File: config.mk
export PLATFORM = sky130hd
export DESIGN_NAME = keypad_scan_ctrl
export DESIGN_NICKNAME = d
export VERILOG_FILES = /design/src/rtl/keypad_scan_ctrl.sv
export SDC_FILE = /design/constraint.sdc
export NUM_CORES = 1
export LEC_CHECK = 0
export CELL_PAD_IN_SITES_DETAIL_PLACEMENT = 0
export CELL_PAD_IN_SITES_GLOBAL_PLACEMENT = 1
export CORE_MARGIN = 8
export CORE_UTILIZATION = 44
export CTS_CLUSTER_DIAMETER = 200
export DETAILED_ROUTE_END_ITERATION = 10
export GPL_TIMING_DRIVEN = 0
export PLACE_DENSITY = 0.8
export SYNTH_ARGS = -nofsm -noshare
export SYNTH_HDL_FRONTEND = slang
export SYNTH_SLANG_ARGS = --single-unit
File: constraint.sdc
create_clock -name clk_i -period 4.6 [get_ports clk_i]
set_input_delay 0.92 -clock clk_i [delete_from_list [all_inputs] [get_ports clk_i]]
set_output_delay 0.92 -clock clk_i [all_outputs]
set_load 0.01 [all_outputs]
File: src/rtl/keypad_scan_ctrl.sv
// Column scan sequencer for a 4x4 keypad: settles/releases the debounced key line
// on refresh ticks, captures one {row, col} code per press into a small FIFO.
module keypad_scan_ctrl #(
  parameter int SETTLE_TICKS  = 2,
  parameter int RELEASE_TICKS = 4,
  parameter int FIFO_DEPTH    = 4
) (
  input  logic                          clk_i,
  input  logic                          rst_n_i,
  input  logic                          tick_i,
  input  logic                          key_down_i,
  input  logic [1:0]                    row_i,
  output logic [1:0]                    col_o,
  output logic [3:0]                    key_code_o,
  output logic                          key_valid_o,
  input  logic                          key_ready_i,
  output logic [$clog2(FIFO_DEPTH):0]   fifo_count_o,
  output logic                          overflow_o,
  output logic                          busy_o,
  output logic [1:0]                    state_o
);

  localparam int AW = $clog2(FIFO_DEPTH);
  localparam int CW = AW + 1;

  typedef enum logic [1:0] {
    S_SCAN    = 2'd0,
    S_SETTLE  = 2'd1,
    S_HOLD    = 2'd2,
    S_RELEASE = 2'd3
  } state_t;

  state_t     state_q, state_d;
  logic [1:0] col_q, col_d;
  logic [3:0] cnt_q, cnt_d;
  logic       push;

  always_ff @(posedge clk_i or negedge rst_n_i) begin
    if (!rst_n_i) begin
      state_q <= S_SCAN;
      col_q   <= 2'd0;
      cnt_q   <= 4'd0;
    end else begin
      state_q <= state_d;
      col_q   <= col_d;
      cnt_q   <= cnt_d;
    end
  end

  // Nothing moves between refresh ticks; the column only advances out of SCAN-bound paths.
  always_comb begin
    state_d = state_q;
    col_d   = col_q;
    cnt_d   = cnt_q;
    push    = 1'b0;
    if (tick_i) begin
      unique case (state_q)
        S_SCAN: begin
          if (key_down_i) begin
            state_d = S_SETTLE;
            cnt_d   = 4'd1;
          end else begin
            col_d = col_q + 2'd1;
          end
        end
        S_SETTLE: begin
          if (!key_down_i) begin
            state_d = S_SCAN;
            col_d   = col_q + 2'd1;
            cnt_d   = 4'd0;
          end else if (32'(cnt_q) + 32'd1 >= 32'(SETTLE_TICKS)) begin
            state_d = S_HOLD;
            push    = 1'b1;
          end else begin
            cnt_d = cnt_q + 4'd1;
          end
        end
        S_HOLD: begin
          if (!key_down_i) begin
            state_d = S_RELEASE;
            cnt_d   = 4'd1;
          end
        end
        S_RELEASE: begin
          if (key_down_i) begin
            state_d = S_HOLD;
          end else if (32'(cnt_q) == 32'(RELEASE_TICKS)) begin
            state_d = S_SCAN;
            col_d   = col_q + 2'd1;
            cnt_d   = 4'd0;
          end else begin
            cnt_d = cnt_q + 4'd1;
          end
        end
        default: begin
          state_d = S_SCAN;
        end
      endcase
    end
  end

  assign col_o   = col_q;
  assign busy_o  = (state_q != S_SCAN);
  assign state_o = state_q;

  // Handshake: the head entry transfers on any cycle with key_valid_o && key_ready_i;
  // key_code_o holds steady while valid is high and ready is low.
  logic [3:0]    mem [FIFO_DEPTH];
  logic [AW-1:0] wr_ptr_q, rd_ptr_q;
  logic [CW-1:0] count_q, count_d;
  logic          valid_q, overflow_q;
  logic          pop, full, do_push, drop;

  assign pop     = valid_q & key_ready_i;
  assign full    = (count_q == CW'(FIFO_DEPTH));
  assign do_push = push & (~full | pop);
  assign drop    = push & full & ~pop;

  always_comb begin
    count_d = count_q;
    if (do_push && !pop) count_d = count_q + CW'(1);
    else if (!do_push && pop) count_d = count_q - CW'(1);
  end

  always_ff @(posedge clk_i or negedge rst_n_i) begin
    if (!rst_n_i) begin
      for (int i = 0; i < FIFO_DEPTH; i++) mem[i] <= 4'd0;
      wr_ptr_q   <= '0;
      rd_ptr_q   <= '0;
      count_q    <= '0;
      valid_q    <= 1'b0;
      overflow_q <= 1'b0;
    end else begin
      if (do_push) begin
        mem[wr_ptr_q] <= {row_i, col_q};
        wr_ptr_q      <= wr_ptr_q + AW'(1);
      end
      if (pop) rd_ptr_q <= rd_ptr_q + AW'(1);
      count_q    <= count_d;
      valid_q    <= (count_d != '0);
      overflow_q <= overflow_q | drop;
    end
  end

  assign key_code_o   = mem[rd_ptr_q];
  assign key_valid_o  = valid_q;
  assign fifo_count_o = count_q;
  assign overflow_o   = overflow_q;

endmodule

* Word level (Yosys, flattened, before mapping) *
Cells that the tools add are included.

word-level totals
  input port bits = 7
  output and inout bits = 14
  logic and storage cells = 89
  flip-flop bits (word level) = 33

cells by class
  bitwise gates (word level) = 10
  reductions and logical operators = 13
  multiplexer cells = 30
  $add $sub $neg = 7
  eq/ne operators = 13
  $lt $le $gt $ge = 4

operators with widths
  operator                                              number
  2-to-1 mux 4 bit                                      9
  2-to-1 mux 2 bit                                      9
  bitwise mux 16 bit                                    1
  one-hot mux 4 bit (4 select lines)                    1
  AND reduction 5 bit                                   3
  inequality test 2 bit (second input constant)         5
  inequality test 3 bit (second input constant)         3
  binary-select mux 4 bit (select 2 bit)                1
  demux 4 bit (select 2 bit)                            1
  one-hot mux 2 bit (4 select lines)                    1
  adder 2 x 1 -> 2 bit (second input constant)          3
  >= comparator 3 bit (second input constant)           2
  2-to-1 mux 3 bit                                      2
  NOT 2 -> 3 bit                                        2
  adder 4 x 1 -> 5 bit (second input constant)          1
  >= comparator 5 x 2 -> 1 bit (second input constant)  1
  adder 4 x 1 -> 4 bit (second input constant)          1
  AND 1 bit                                             4
  == test 2 bit (second input constant)                 2
  == test 4 x 3 -> 1 bit (second input constant)        1
  2-to-1 mux 1 bit                                      4
  one-hot mux 2 bit (2 select lines)                    1
  nonzero test 2 bit                                    2
  adder 3 x 1 -> 3 bit (second input constant)          1
  other kinds (11)                                      16

* Depth between registers and ports, before layout *
Gate-level depths: netlist of the first run.

  depth after elaboration = 12
  depth in mapped cells = 7

* Worst setup path before layout of the first run *
Ideal clock, no wire load.

  path kind = register to output
  from = reg rd_ptr_q[0]
  to = out key_code_o[0]
  required time = 3.680 ns
  cell stages (with the launch flop) = 3
  path slack = 2.503 ns
  data arrival time = 1.177 ns
  path through = dfrtp_1 > clkbuf_1 > mux4_2

on the way
  cells in the longest elaborated chain, start to end = 4

RTL lines
  what                                                  line  text
  start: declaration                                    109   logic [AW-1:0] wr_ptr_q, rd_ptr_q;
  start signal: assignment                              138   if (pop) rd_ptr_q <= rd_ptr_q + AW'(1);
  NOT 2 -> 3 bit (not written as such)                  145   assign key_code_o = mem[rd_ptr_q];
  binary-select mux 4 bit (select 2 bit)                145
  2-to-1 mux 4 bit (not written as such) (2 in series)  145
  end: declaration                                      14    output logic [3:0] key_code_o,

Every way passes these cells. The select of a mux whose other input is x is not followed.

* Worst setup path after layout of the first run *
Same ends and word-level chain as after synthesis.

==> results of run 1 <==
==> power by group through the flow <==
| stage | sequential, W | combinational (W) | clock (W) |
|---|---|---|---|
| CTS | 0.000496 | 0.000582 | 0.000220 |
| finish | 0.000493 | 0.000573 | 0.000210 |
| global route | 0.000511 | 0.000640 | 0.000232 |
| global placement | 0.000489 | 0.000556 | 0 |
| floorplan | 0.000490 | 0.000368 | 0 |
| detailed placement | 0.000502 | 0.000579 | 0 |
==> critical path, delay by kind of cell (launching register included) <==
kind	cells	cell delay, ns
flops	1	0.32
buf+inv	2	0.86
mux	1	0.56
==> layout make-up <==
class	count	area (um2)
inverters	9	33.8
clock inverters	3	17.5
fillers	353	1830
plain buffers	4	21.3
clock buffers	5	68.8
repair buffers	20	195
well taps	50	62.6
flip-flops and latches	33	826
multi-input cells	115	946
==> metrics by stage <==
stage / utilization [%] / worst slack (ns) / instances / area, um2 / power [W]
final: 54.3 / 1.66 / 239 / 2170 / 0.00128
after global routing: 54.3 / 1.49 / 239 / 2170 / 0.00138
after CTS: 54.3 / 1.60 / 239 / 2170 / 0.00130
after detailed placement: 52.1 / 1.66 / 231 / 2080 / 0.00108
after global placement: 52.2 / 1.73 / 231 / 2090 / 0.00104
after floorplan: - / 2.50 / 161 / 1830 / 0.000858
==> layer usage <==
layer,track usage [%],up-vias,part of all wire [%],wire [um]
li1,-,638,-,-
met1,13.9,649,41,1550
met2,23.2,31,52,1990
met3,5.13,5,5.8,222
met4,4.00,0,0.97,37
met5,0,-,0,0
==> sequential cells by signal, summed over array words and instances (netlist names), named ones only <==
register,cells
mem,16
cnt_q,4
fifo_count_o,3
col_o,2
rd_ptr_q,2
wr_ptr_q,2
key_valid_o,1
overflow_o,1
state_o,1
==> worst max path at each step <==
| stage | slack [ns] | depth (start not counted) | startpoint | end |
|---|---|---|---|---|
| finish | 1.66 | 3 | rd_ptr_q[0] | key_code_o[0] |
| global route | 1.49 | 3 | rd_ptr_q[0] | key_code_o[0] |
| CTS | 1.60 | 3 | rd_ptr_q[0] | key_code_o[0] |
| detailed placement | 1.66 | 5 | tick_i | mem[10] |
| global placement | 1.73 | 5 | tick_i | mem[13] |
| floorplan | 2.50 | 2 | rd_ptr_q[0] | key_code_o[0] |
==> synth_stat cells (2+ instances only) <==
| master | instances |
|---|---|
| o31ai_1 | 3 |
| mux2_2 | 18 |
| or2_2 | 2 |
| xnor2_1 | 5 |
| dfrtp_1 | 33 |
| mux4_2 | 4 |
| nor2_1 | 6 |
| o21ai_0 | 11 |
| ha_1 | 10 |
| o21a_1 | 2 |
| inv_1 | 9 |
| a21oi_1 | 5 |
| nor4b_1 | 2 |
| nand2_1 | 13 |
| nand3_1 | 8 |
==> logic make-up (layout without fill, tap and decap cells) <==
group | after synthesis | count (layout)
DFF | 33 | 33
AOI/OAI and AO/OA | 33 | 33
buffers and inverters | 13 | 41
muxes | 24 | 24
xor gates and xnor gates | 6 | 6
and+or+nand+nor | 42 | 42
adders and majority gates | 10 | 10
==> cell usage in the layout (no fill, tap or decap), types with 2 or more instances in the layout <==
cell / n
nand2_1: 13
nand3_1: 8
mux4_2: 4
dfrtp_1: 33
mux2_2: 18
clkinv_2: 2
inv_1: 9
clkdlybuf4s50_1: 19
nor4b_1: 2
nor2_1: 6
clkbuf_8: 5
buf_2: 2
o21ai_0: 11
xnor2_1: 5
ha_1: 10
o31ai_1: 3
a21oi_1: 5
or2_2: 2
o21a_1: 2
==> results.sh, run 1 <==
export IMPL_status="finished clean"
export IMPL_synth_compound_area_share_pct=12.3
export IMPL_place_congestion=0.887
export IMPL_hold_path_depth=1
export IMPL_whs_endpoint="mem[5]"
export IMPL_antenna_found_initial=0
export IMPL_cts_tree="done"
export IMPL_powerDensity_nw_per_um2=588
export IMPL_reg2reg_depth=6
export IMPL_start_util_pct=45.7
export IMPL_area_delta_synth_final_pct=18.8
export IMPL_min_period_ns=2.94
export IMPL_dr_total_vias=1323
export IMPL_ys_seq_area_share_pct=45.2
export IMPL_grt_pass1_vias=1425
export IMPL_post_dp_hpwl_um=2870
export IMPL_numCtsBuffers=5
export IMPL_pwr_share_seq_pct=38.6
export IMPL_min_delay_start="mem[5]"
export IMPL_syn_instance_count=161
export IMPL_cts_sinks=33
export IMPL_die_y_um=80.4
export IMPL_gr_usage_all_layers_pct=13.1
export IMPL_netlist_area_leader_share_pct=45.2
export IMPL_cpPeakStageDelay_ns=0.56
export IMPL_yosysTopAreaCell="dfrtp_1"
export IMPL_cts_buffer_depth=2
export IMPL_avgSynthCellArea_um2=11.3
export IMPL_ir_drop_mv=0.270
export IMPL_cts_root_buffer="clkbuf_8"
export IMPL_synth_mux_area_share_pct=17.4
export IMPL_clkPwrFrac_pct=16.5
export IMPL_ys_types=45
export IMPL_rsz0062_at_grt="false"
export IMPL_switchingPower_w=0.000483
export IMPL_synth_edf_count=0
export IMPL_p_sw_share_pct=37.8
export IMPL_slew_violations=0
export IMPL_drive_gt1_share_pct=22.8
export IMPL_grt_max_degree=34
export IMPL_overflow=0
export IMPL_timing_rr_start="cnt_q[0]"
export IMPL_setup_viol=0
export IMPL_clock_skew_ns=0.00351
export IMPL_syn_num_nets=178
export IMPL_synthFlopType="dfrtp_1"
export IMPL_max_slew_margin_pct=51.4
export IMPL_start_kind="register"
export IMPL_num_io_pins=21
export IMPL_rows=23
export IMPL_cts_setup_buffers=0
export IMPL_ctsHoldBuffers=0
export IMPL_criticalPathCategory="reg2out"
export IMPL_worst_endpoint_arrival_ns=2.02
export IMPL_fin_crit_sh_pct=64.0
export IMPL_reg2reg_to="key_valid_o"
export IMPL_end_kind="output pin"
export IMPL_drt_pass1_iterations=5
export IMPL_max_slew_worst_pin_slew_ns=0.728
export IMPL_ys_ff_latch=33
export IMPL_core_area_um2=4000
export IMPL_clk_pin_slew_ns=0.07
export IMPL_internal_power_w=0.000794
export IMPL_hold_violations=0
export IMPL_cts_htree_levels=2
export IMPL_crit_fanout=6
export IMPL_synth_top_family_by_area="multiplexers"
export IMPL_drt_wl_total_um=3800
export IMPL_cts_resized=0
export IMPL_holdWs_ns=0.501
export IMPL_avgRoutedWirePerCell_um=15.9
export IMPL_ant_nets=0
export IMPL_drt_initial_drc_count=87
export IMPL_grt_pass1_wl_um=6560
export IMPL_clk_latency_ns=0.28
export IMPL_power_frac_comb_pct=44.9
export IMPL_die_w_um=80.4
export IMPL_async_flop_share_pct=100
export IMPL_portBuffers=20
export IMPL_syn_cell_area_um2=1830
export IMPL_holdCritPathClass="reg2reg"
export IMPL_max_freq_ghz=0.340
export IMPL_rrSetupSlack_ns=2.37
export IMPL_diodes=0
export IMPL_yosys_warnings=0
export IMPL_path_cells="clkbuf_1, mux4_2, clkdlybuf4s50_1"
export IMPL_synthXorXnorAreaFrac_pct=2.88
export IMPL_drc_errors=0
export IMPL_required_ns=3.68
export IMPL_nNetsFinal=205
export IMPL_synth_area_leaders="dfrtp_1 45%, mux2_2 11%, ha_1 6.8%, mux4_2 4.9%, o21ai_0 3.0%"
export IMPL_cap_violations=0
export IMPL_fin_setup_tns_ns=0
export IMPL_vias_per_cell=5.54
export IMPL_synth_simple_area_share_pct=12.4
export IMPL_die_area_um2=6470
export IMPL_leakage_nw=0.966
export IMPL_crit_slowest_cell="mux4_2"
export IMPL_synth_fa_ha_area_share_pct=6.85
(Power assumes the default switching activity.)
==> inputs of run 2 (changes only) <==
Clock period 4.6 ns to 2.93 ns, I/O delays scaled along.
==> results of run 2 <==
The final DEF is identical to that of run 1. Status: finished clean.
Main changes from that run: setup slack after placement 1.66 ns -> 0.319 ns; setup slack after layout 1.66 ns -> 0.320 ns; hold slack 0.501 ns -> 0.356 ns; register-to-register setup slack 2.37 ns -> 0.70 ns; total power 0.00128 W -> 0.00200 W; worst IR drop on VDD 0.270 mV -> 0.423 mV
